`src/rtl/train_sequencer.sv`:
```
// Training-sample sequencer: fetches each sample word, presents it for a fixed
// number of cycles, rests, and loops over the sample set for N epochs.
module train_sequencer #(
    parameter int NUM_SAMPLES = 999,
    parameter int ADDR_W      = 10,
    parameter int PRESENT_CYC = 4,
    parameter int REST_CYC    = 2,
    parameter int EPOCH_W     = 8
) (
    input  logic               clk,
    input  logic               reset,
    input  logic               start,
    input  logic               pause,
    input  logic               abort,
    input  logic [EPOCH_W-1:0] num_epochs,
    output logic               mem_rd_en,
    output logic [ADDR_W-1:0]  mem_addr,
    input  logic [6:0]         mem_rdata,
    output logic [6:0]         xout,
    output logic               xout_valid,
    output logic [ADDR_W-1:0]  sample_idx,
    output logic [EPOCH_W-1:0] epoch_idx,
    output logic               busy,
    output logic               done
);
    localparam int PH_MAX = (PRESENT_CYC > REST_CYC) ? PRESENT_CYC : REST_CYC;
    localparam int PH_W   = $clog2(PH_MAX + 1);

    typedef enum logic [2:0] {IDLE, FETCH, WAIT, PRESENT, REST, DONE} state_t;

    state_t             state_q, state_d;
    logic [PH_W-1:0]    phase_q, phase_d;
    logic [ADDR_W-1:0]  sidx_q, sidx_d;
    logic [EPOCH_W-1:0] eidx_q, eidx_d;
    logic [EPOCH_W-1:0] nep_q, nep_d;
    logic               rd_en_q, rd_en_d;
    logic [ADDR_W-1:0]  addr_q, addr_d;
    logic [6:0]         xout_q, xout_d;
    logic               xvld_q, xvld_d;
    logic               busy_q, busy_d;
    logic               done_q, done_d;
    logic               advance, frozen;

    always_comb begin
        state_d = state_q;
        phase_d = phase_q;
        sidx_d  = sidx_q;
        eidx_d  = eidx_q;
        nep_d   = nep_q;
        advance = 1'b0;
        frozen  = pause && (state_q == PRESENT || state_q == REST);

        case (state_q)
            IDLE: begin
                if (start) begin
                    nep_d   = (num_epochs == '0) ? EPOCH_W'(1) : num_epochs;
                    sidx_d  = '0;
                    eidx_d  = '0;
                    state_d = FETCH;
                end
            end
            FETCH: state_d = WAIT;
            WAIT: begin
                phase_d = '0;
                state_d = PRESENT;
            end
            PRESENT: begin
                if (!pause) begin
                    if (phase_q == PH_W'(PRESENT_CYC - 1)) begin
                        phase_d = '0;
                        if (REST_CYC == 0) advance = 1'b1;
                        else               state_d = REST;
                    end else begin
                        phase_d = phase_q + 1'b1;
                    end
                end
            end
            REST: begin
                if (!pause) begin
                    if (phase_q == PH_W'(REST_CYC - 1)) begin
                        phase_d = '0;
                        advance = 1'b1;
                    end else begin
                        phase_d = phase_q + 1'b1;
                    end
                end
            end
            DONE: state_d = IDLE;
            default: state_d = IDLE;
        endcase

        // Advance folds into the last PRESENT/REST cycle; no extra bubble.
        if (advance) begin
            if (sidx_q < ADDR_W'(NUM_SAMPLES - 1)) begin
                sidx_d  = sidx_q + 1'b1;
                state_d = FETCH;
            end else if (eidx_q < nep_q - EPOCH_W'(1)) begin
                eidx_d  = eidx_q + 1'b1;
                sidx_d  = '0;
                state_d = FETCH;
            end else begin
                state_d = DONE;
            end
        end

        if (abort && state_q != IDLE) begin
            state_d = IDLE;
            sidx_d  = '0;
            eidx_d  = '0;
            phase_d = '0;
        end

        // Outputs are registered, so they are derived from the next state.
        rd_en_d = (state_d == FETCH);
        addr_d  = (state_d == FETCH) ? sidx_d : '0;
        xout_d  = '0;
        if (state_d == PRESENT) xout_d = (state_q == WAIT) ? mem_rdata : xout_q;
        xvld_d  = (state_d == PRESENT) && !frozen;
        busy_d  = (state_d != IDLE);
        done_d  = (state_d == DONE);
    end

    always_ff @(posedge clk) begin
        if (reset) begin
            state_q <= IDLE;
            phase_q <= '0;
            sidx_q  <= '0;
            eidx_q  <= '0;
            nep_q   <= EPOCH_W'(1);
            rd_en_q <= 1'b0;
            addr_q  <= '0;
            xout_q  <= '0;
            xvld_q  <= 1'b0;
            busy_q  <= 1'b0;
            done_q  <= 1'b0;
        end else begin
            state_q <= state_d;
            phase_q <= phase_d;
            sidx_q  <= sidx_d;
            eidx_q  <= eidx_d;
            nep_q   <= nep_d;
            rd_en_q <= rd_en_d;
            addr_q  <= addr_d;
            xout_q  <= xout_d;
            xvld_q  <= xvld_d;
            busy_q  <= busy_d;
            done_q  <= done_d;
        end
    end

    assign mem_rd_en  = rd_en_q;
    assign mem_addr   = addr_q;
    assign xout       = xout_q;
    assign xout_valid = xvld_q;
    assign sample_idx = sidx_q;
    assign epoch_idx  = eidx_q;
    assign busy       = busy_q;
    assign done       = done_q;
endmodule

```
`config.mk`:
```
export PLATFORM = sky130hd
export DESIGN_NAME = train_sequencer
export DESIGN_NICKNAME = d
export VERILOG_FILES = /design/src/rtl/train_sequencer.sv
export SDC_FILE = /design/constraint.sdc
export NUM_CORES = 1
export LEC_CHECK = 0
export ABC_AREA = 1
export CAP_MARGIN = 40
export CORE_MARGIN = 1.5
export CORE_UTILIZATION = 35
export DETAILED_ROUTE_END_ITERATION = 10
export PLACE_DENSITY = 0.67
export SKIP_LAST_GASP = 1
export SYNTH_ARGS = -nofsm -noshare
export SYNTH_HDL_FRONTEND = slang
export SYNTH_SLANG_ARGS = --single-unit
```
`constraint.sdc`:
```
create_clock -name clk -period 5.4 [get_ports clk]
set_input_delay 1.08 -clock clk [delete_from_list [all_inputs] [get_ports clk]]
set_output_delay 1.08 -clock clk [all_outputs]
set_load 0.02 [all_outputs]
```
Yosys cells after proc, flatten, opt, wreduce, memory -nomap -nowiden
Cells that the tools add are included.
Widths: inputs -> output; s select.
{ "totals": {"regBits": 53, "elab_cells": 73} }
{ "op_classes": {"add_sub_neg": 4, "order_cmp": 2, "eq_ne": 11, "mux": 28, "bitwise_logic": 2, "n_reduce_logical": 15} }
{ "ops": {"columns": ["operator", "n"], "rows": [
  ["$mux 10", 6],
  ["$mux 8", 6],
  ["$mux 3", 11],
  ["$pmux 3 s5", 1],
  ["$eq 3x2->1 const B", 4],
  ["$add 10x1->10 const B", 1],
  ["$lt 10x10->1 const B", 1],
  ["$eq 3x1->1 const B", 3],
  ["$pmux 3 s3", 1],
  ["$reduce_bool 3->1", 3],
  ["$add 8x1->8 const B", 1],
  ["$logic_not 8->1", 1],
  ["$lt 8x8->1", 1],
  ["$sub 8x1->8 const B", 1],
  ["$eq 3x3->1 const B", 2],
  ["$reduce_or 2->1", 3],
  ["$ne 2x2->1 const B", 2],
  ["$add 3x1->3 const B", 1],
  ["$logic_and 1x1->1", 3],
  ["$logic_not 3->1", 1],
  ["$mux 1", 3],
  ["$reduce_and 3->1", 1],
  ["$not 1->1", 2],
  ["$reduce_and 2->1", 1],
  ["other kinds (2)", 2]
]} }

Logic depth before layout (Yosys ltp)
{ "depth": {"ltp_word": 9, "ltp_mapped": 16, "ltp_nobuf": 16} }

Worst setup path before layout
No wires, ideal clock.
{ "synth_path": {"kind": "register -> register", "startpoint": "reg nep_q[2]", "endpoint": "reg addr_q[6] (netlist: mem_addr[6])", "setup_ns": 0.066, "arrival_ns": 2.075, "setup_slack_ns": 3.259, "path_stages_with_launch": 15, "n_path_buf": 1, "synth_period_minus_slack_ns": 2.141, "cell_sequence": "dfxtp_1 nor2_1 nand4_1 nor3_1 xor2_1 ha_1 nand2_1 inv_1 nor2_1 o21a_1 nand3_2 nand3_1 nand2_1 buf_6 a21oi_2"} }
{ "synth_via": {"elab_chain_cells": 9, "word_cells_on_any_way": 13, "cone_classes": "add/sub: 1; order compare: 1; eq/ne: 1; mux: 8; bitwise: 1; reduce/logical: 1"} }
{ "synth_lines": {"columns": ["element", "line", "rtl"], "rows": [
  ["start, declared", "35", "logic [EPOCH_W-1:0] nep_q, nep_d;"],
  ["start signal, assigned", "141", "nep_q <= nep_d;"],
  ["$sub 8x1->8 *", "97", "end else if (eidx_q < nep_q - EPOCH_W'(1)) begin"],
  ["$lt 8x8->1 *", "97", null],
  ["$mux 3", "97", null],
  ["$mux 3", "94", "if (sidx_q < ADDR_W'(NUM_SAMPLES - 1)) begin"],
  ["$mux 3", "93", "if (advance) begin"],
  ["$mux 3", "106", "if (abort && state_q != IDLE) begin"],
  ["$eq 3x1->1", "115", "addr_d = (state_d == FETCH) ? sidx_d : '0;"],
  ["$not 1->1 (no line)", null, null],
  ["$reduce_or 2->1 (no line)", null, null],
  ["end signal, assigned", "143", "addr_q <= addr_d;"],
  ["end, declared", "37", "logic [ADDR_W-1:0] addr_q, addr_d;"]
]} }
Mark *: on every way between the ends. The rest lies on a longest branch, timed or not.
A chain may end at the register's enable or synchronous reset.

Final worst setup path
{ "layout_path": {"startpoint": "in pause", "endpoint": "reg addr_q[1] (netlist: mem_addr[1])"} }
{ "layout_via": {"elab_chain_cells": 7, "word_cells_on_any_way": 11, "cone_classes": "eq/ne: 1; mux: 8; bitwise: 1; reduce/logical: 1"} }
{ "layout_lines": {"columns": ["element", "line", "rtl"], "rows": [
  ["start, declared", "13", "input logic pause,"],
  ["$mux 3 / $mux 1 (equally long branches)", "68, 79", null],
  ["$pmux 3 s5 / $mux 1 (equally long branches)", "53", "case (state_q)"],
  ["$mux 3", "93", null],
  ["$mux 3", "106", null],
  ["$eq 3x1->1", "115", null],
  ["$not 1->1 (no line)", null, null],
  ["$reduce_or 2->1 (no line)", null, null]
]} }
Parallel ways exist; a longest one is shown, timed or not.

==> results.md <==
- DP Wirelength: 4.80 mm
- Yosys cell types: 31
- Pwr/cell area: a little over 200 nW/µm²
- Ys Warns: 0
- Flop and latch count out of synthesis: 53
- All-Layer GR Usage: between 15 and 20%
- Syn_area_per_cell: around 7.3 µm²
- WP data arrival: slightly above 3 ns
- Post-synth EDFFs: 0
- Startpoint Class: primary input
- Post-CTS setup buffer count: 0
- HP Class: register to register
- Die ar.: 8290 µm²
- Flop pwr share: 56.0%
- P_leak: 1.34 nW
- Final Skew: 0.00870 ns
- Least-Margin Pin Slew: between 0.6 and 0.7 ns
- # rows: 31
- Total wire length: about 6.3 mm
- Area of the multi-input gates: approximately 1400 µm²
- Via density: 4.78
- Die H: approximately 91 µm
- Layout Utilization: between 40% and 50%
- Hold Vio Cnt, Final: 0
- Logic pwr share: 13.5%
- H-tree depth: 2
- Root Driver: clkbuf_8
- Critical path cell sequence: clkdlybuf4s50_1 -> nor3_4 -> nand2_1 -> nand3_1 -> nand2_1 -> a21oi_1
- Register area: between 1000 and 1500 µm²
- Critical Path End Type: register
- Total power: a little over 0.0007 W
- PortBufs: 58
- Drt first pass iters: 4
- Worst-Skew Late Latency: between 0.3 and 0.4 ns
- Slew headroom: a little over half
- Sequential share of the synthesized area: 39.1%
- Routability Congestion: between 0.8 and 0.9
- Largest net degree at the start of global routing: 26
- Area growth from synthesis to layout: 28.6%
- CTS tree: yes
- Clk slew on worst S/H paths: approximately 0.10 ns
- CP max stage delay: 0.49 ns
- Leading cell type in the layout, fill and taps excluded: nand2_1
- Worst endpoint required time: 5.64 ns
- Die Wd: around 91 µm
- Final nets: approximately 470
- Worst-path fanout max: 11
- Final min period: roughly 2.8 ns
- Mapped Area: roughly 2700 µm²
- Avg WL per Cell: 11.9 µm
- Syn_nets: ~400
- Initial Util: between 30% and 40%
- Status: complete, no violations
- GRT Residual Overflow: 0
- # fillers: 754
- Peak supply drop: 0.000129 V
- Prevailing post-synth register cell: dfxtp_1
- DRT iter0 DRCs: between 100 and 150
- Core ar.: between 7000 and 8000 µm²
- Post-route ant nets: 0
- I/O pins: 59
- # clock sinks: 53
- Final setup TNS: 0 ns
- Most Frequent Cell on Critical Path: nand2_1
- Hold buffers post-CTS: 0
- Commonest cells after routing, fill and taps aside: nand2_1, clkdlybuf4s50_1, dfxtp_1, inv_1, a21oi_1
- Layout cell share with drive strength beyond 1: about 7.4%
- Max clock buf depth: 2
- Max Fclk: roughly 0.35 GHz
- P_sw: 0.000194 W
- RSZ-0062 raised after global routing: no
- Switching Share: between 20% and 30%
- First-pass GRT wire length: roughly 11 mm
- Initial antenna violation count: 0
- DR DRC count: 0
- Synth async-reset ratio: 0%
- Slew Limit Fails: 0
- Cells after Synth: roughly 370
- Diode count: 0
- Hold Slack: 0.471 ns
- Setup Viol. Count Final: 0
- Critical path class: primary input to register
- Routed vias: 2,544
- Post-CTS sizing: 0
- Pint: ~0.00053 W
- Cts bufs inserted: 5
- Clock power share: a little under a third
- Max-Cap Viols: 0
- Final period util: between 50% and 60%
- Vias in the first global route: 2,444
- CP max stage cell: clkdlybuf4s50_1
metrics by stage:
| stage | std cells | area, µm² | setup WS, ns |
|---|---|---|---|
| after floorplan | 374 | 2710 | 3.26 |
| after global placement | 523 | 3380 | 2.14 |
| after detailed placement | 524 | 3400 | 2.24 |
| after CTS | 532 | 3490 | 2.55 |
| after global routing | 532 | 3490 | 2.23 |
| final | 532 | 3490 | 2.57 |
final cells by class:
type,instances,area share (%)
inverters,49,5.27
flip-flops and latches,53,30.4
repair buffers,59,17.4
well taps,99,3.55
multi-input cells,264,40.9
clock buffers,6,2.08
clock inverters,2,0.287
synth_stat cells, drive strengths merged, types with 2 or more instances:
| library cell | number | area [µm²] |
|---|---|---|
| a211oi | 2 | 15.0 |
| a21oi | 41 | 228 |
| buf | 4 | 25.0 |
| clkbuf | 4 | 15.0 |
| dfxtp | 53 | 1060 |
| ha | 15 | 188 |
| inv | 49 | 184 |
| nand2 | 81 | 307 |
| nand3 | 32 | 170 |
| nand4 | 10 | 62.6 |
| nor2 | 41 | 181 |
| nor3 | 8 | 56.3 |
| nor4 | 2 | 18.8 |
| o21ai | 19 | 95.1 |
| o22ai | 2 | 12.5 |
| xor2 | 8 | 70.1 |
routing by layer:
layer  share of wire (%)  up-vias  track usage, %
met4                 1.5        0            5.47
li1                    -     1336               -
met5                   0        -               0
met1                  48     1144            19.8
met3                 4.3        7            2.85
met2                  46       57            28.4
power groups by stage:
stage	clock, W	sequential [W]	combinational (W)
after detailed placement	0	0.000415	0.0000980
after floorplan	0	0.000415	0.0000611
final	0.000221	0.000406	0.0000978
after CTS	0.000231	0.000406	0.0000987
after global placement	0	0.000414	0.0000920
after global routing	0.000242	0.000407	0.000111
final timing paths:
check | from | endpoint | slack, ns | cells past startpoint
worst max-delay path | pause | mem_addr[1]$_SDFF_PP0_ | 2.57 | 6
worst min-delay path | xout[0]$_SDFFE_PP0P_ | xout[0]$_SDFFE_PP0P_ | 0.47 | 2
worst max register to register | nep_q[2]$_SDFFE_PP0P_ | mem_addr[1]$_SDFF_PP0_ | 2.60 | 13
worst min register to register | xout[0]$_SDFFE_PP0P_ | xout[0]$_SDFFE_PP0P_ | 0.47 | 2
worst max-delay path: cells and delay by family:
family                 cells  cell delay [ns]
AO/OA/AOI/OAI              1             0.24
buffers and inverters      1             0.49
AND/OR/NAND/NOR            4             1.25
registers in the layout, indices dropped and copies added (netlist names):
signal / flops
xout: 7
mem_addr: 10
done: 1
busy: 1
nep_q: 8
mem_rd_en: 1
xout_valid: 1
phase_q: 3
sample_idx: 10
state_q: 3
epoch_idx: 8
logic make-up (layout without fill, tap and decap cells):
group / count (synthesis) / count (layout) / synth area share (%)
xor gates and xnor gates: 9 / 9 / 2.91
buffers and inverters: 57 / 116 / 8.26
DFF: 53 / 53 / 39.1
AOI/OAI and AO/OA: 66 / 66 / 13.5
adders and majority gates: 15 / 15 / 6.92
and+or+nand+nor: 174 / 174 / 29.3
(Power assumes the default switching activity.)
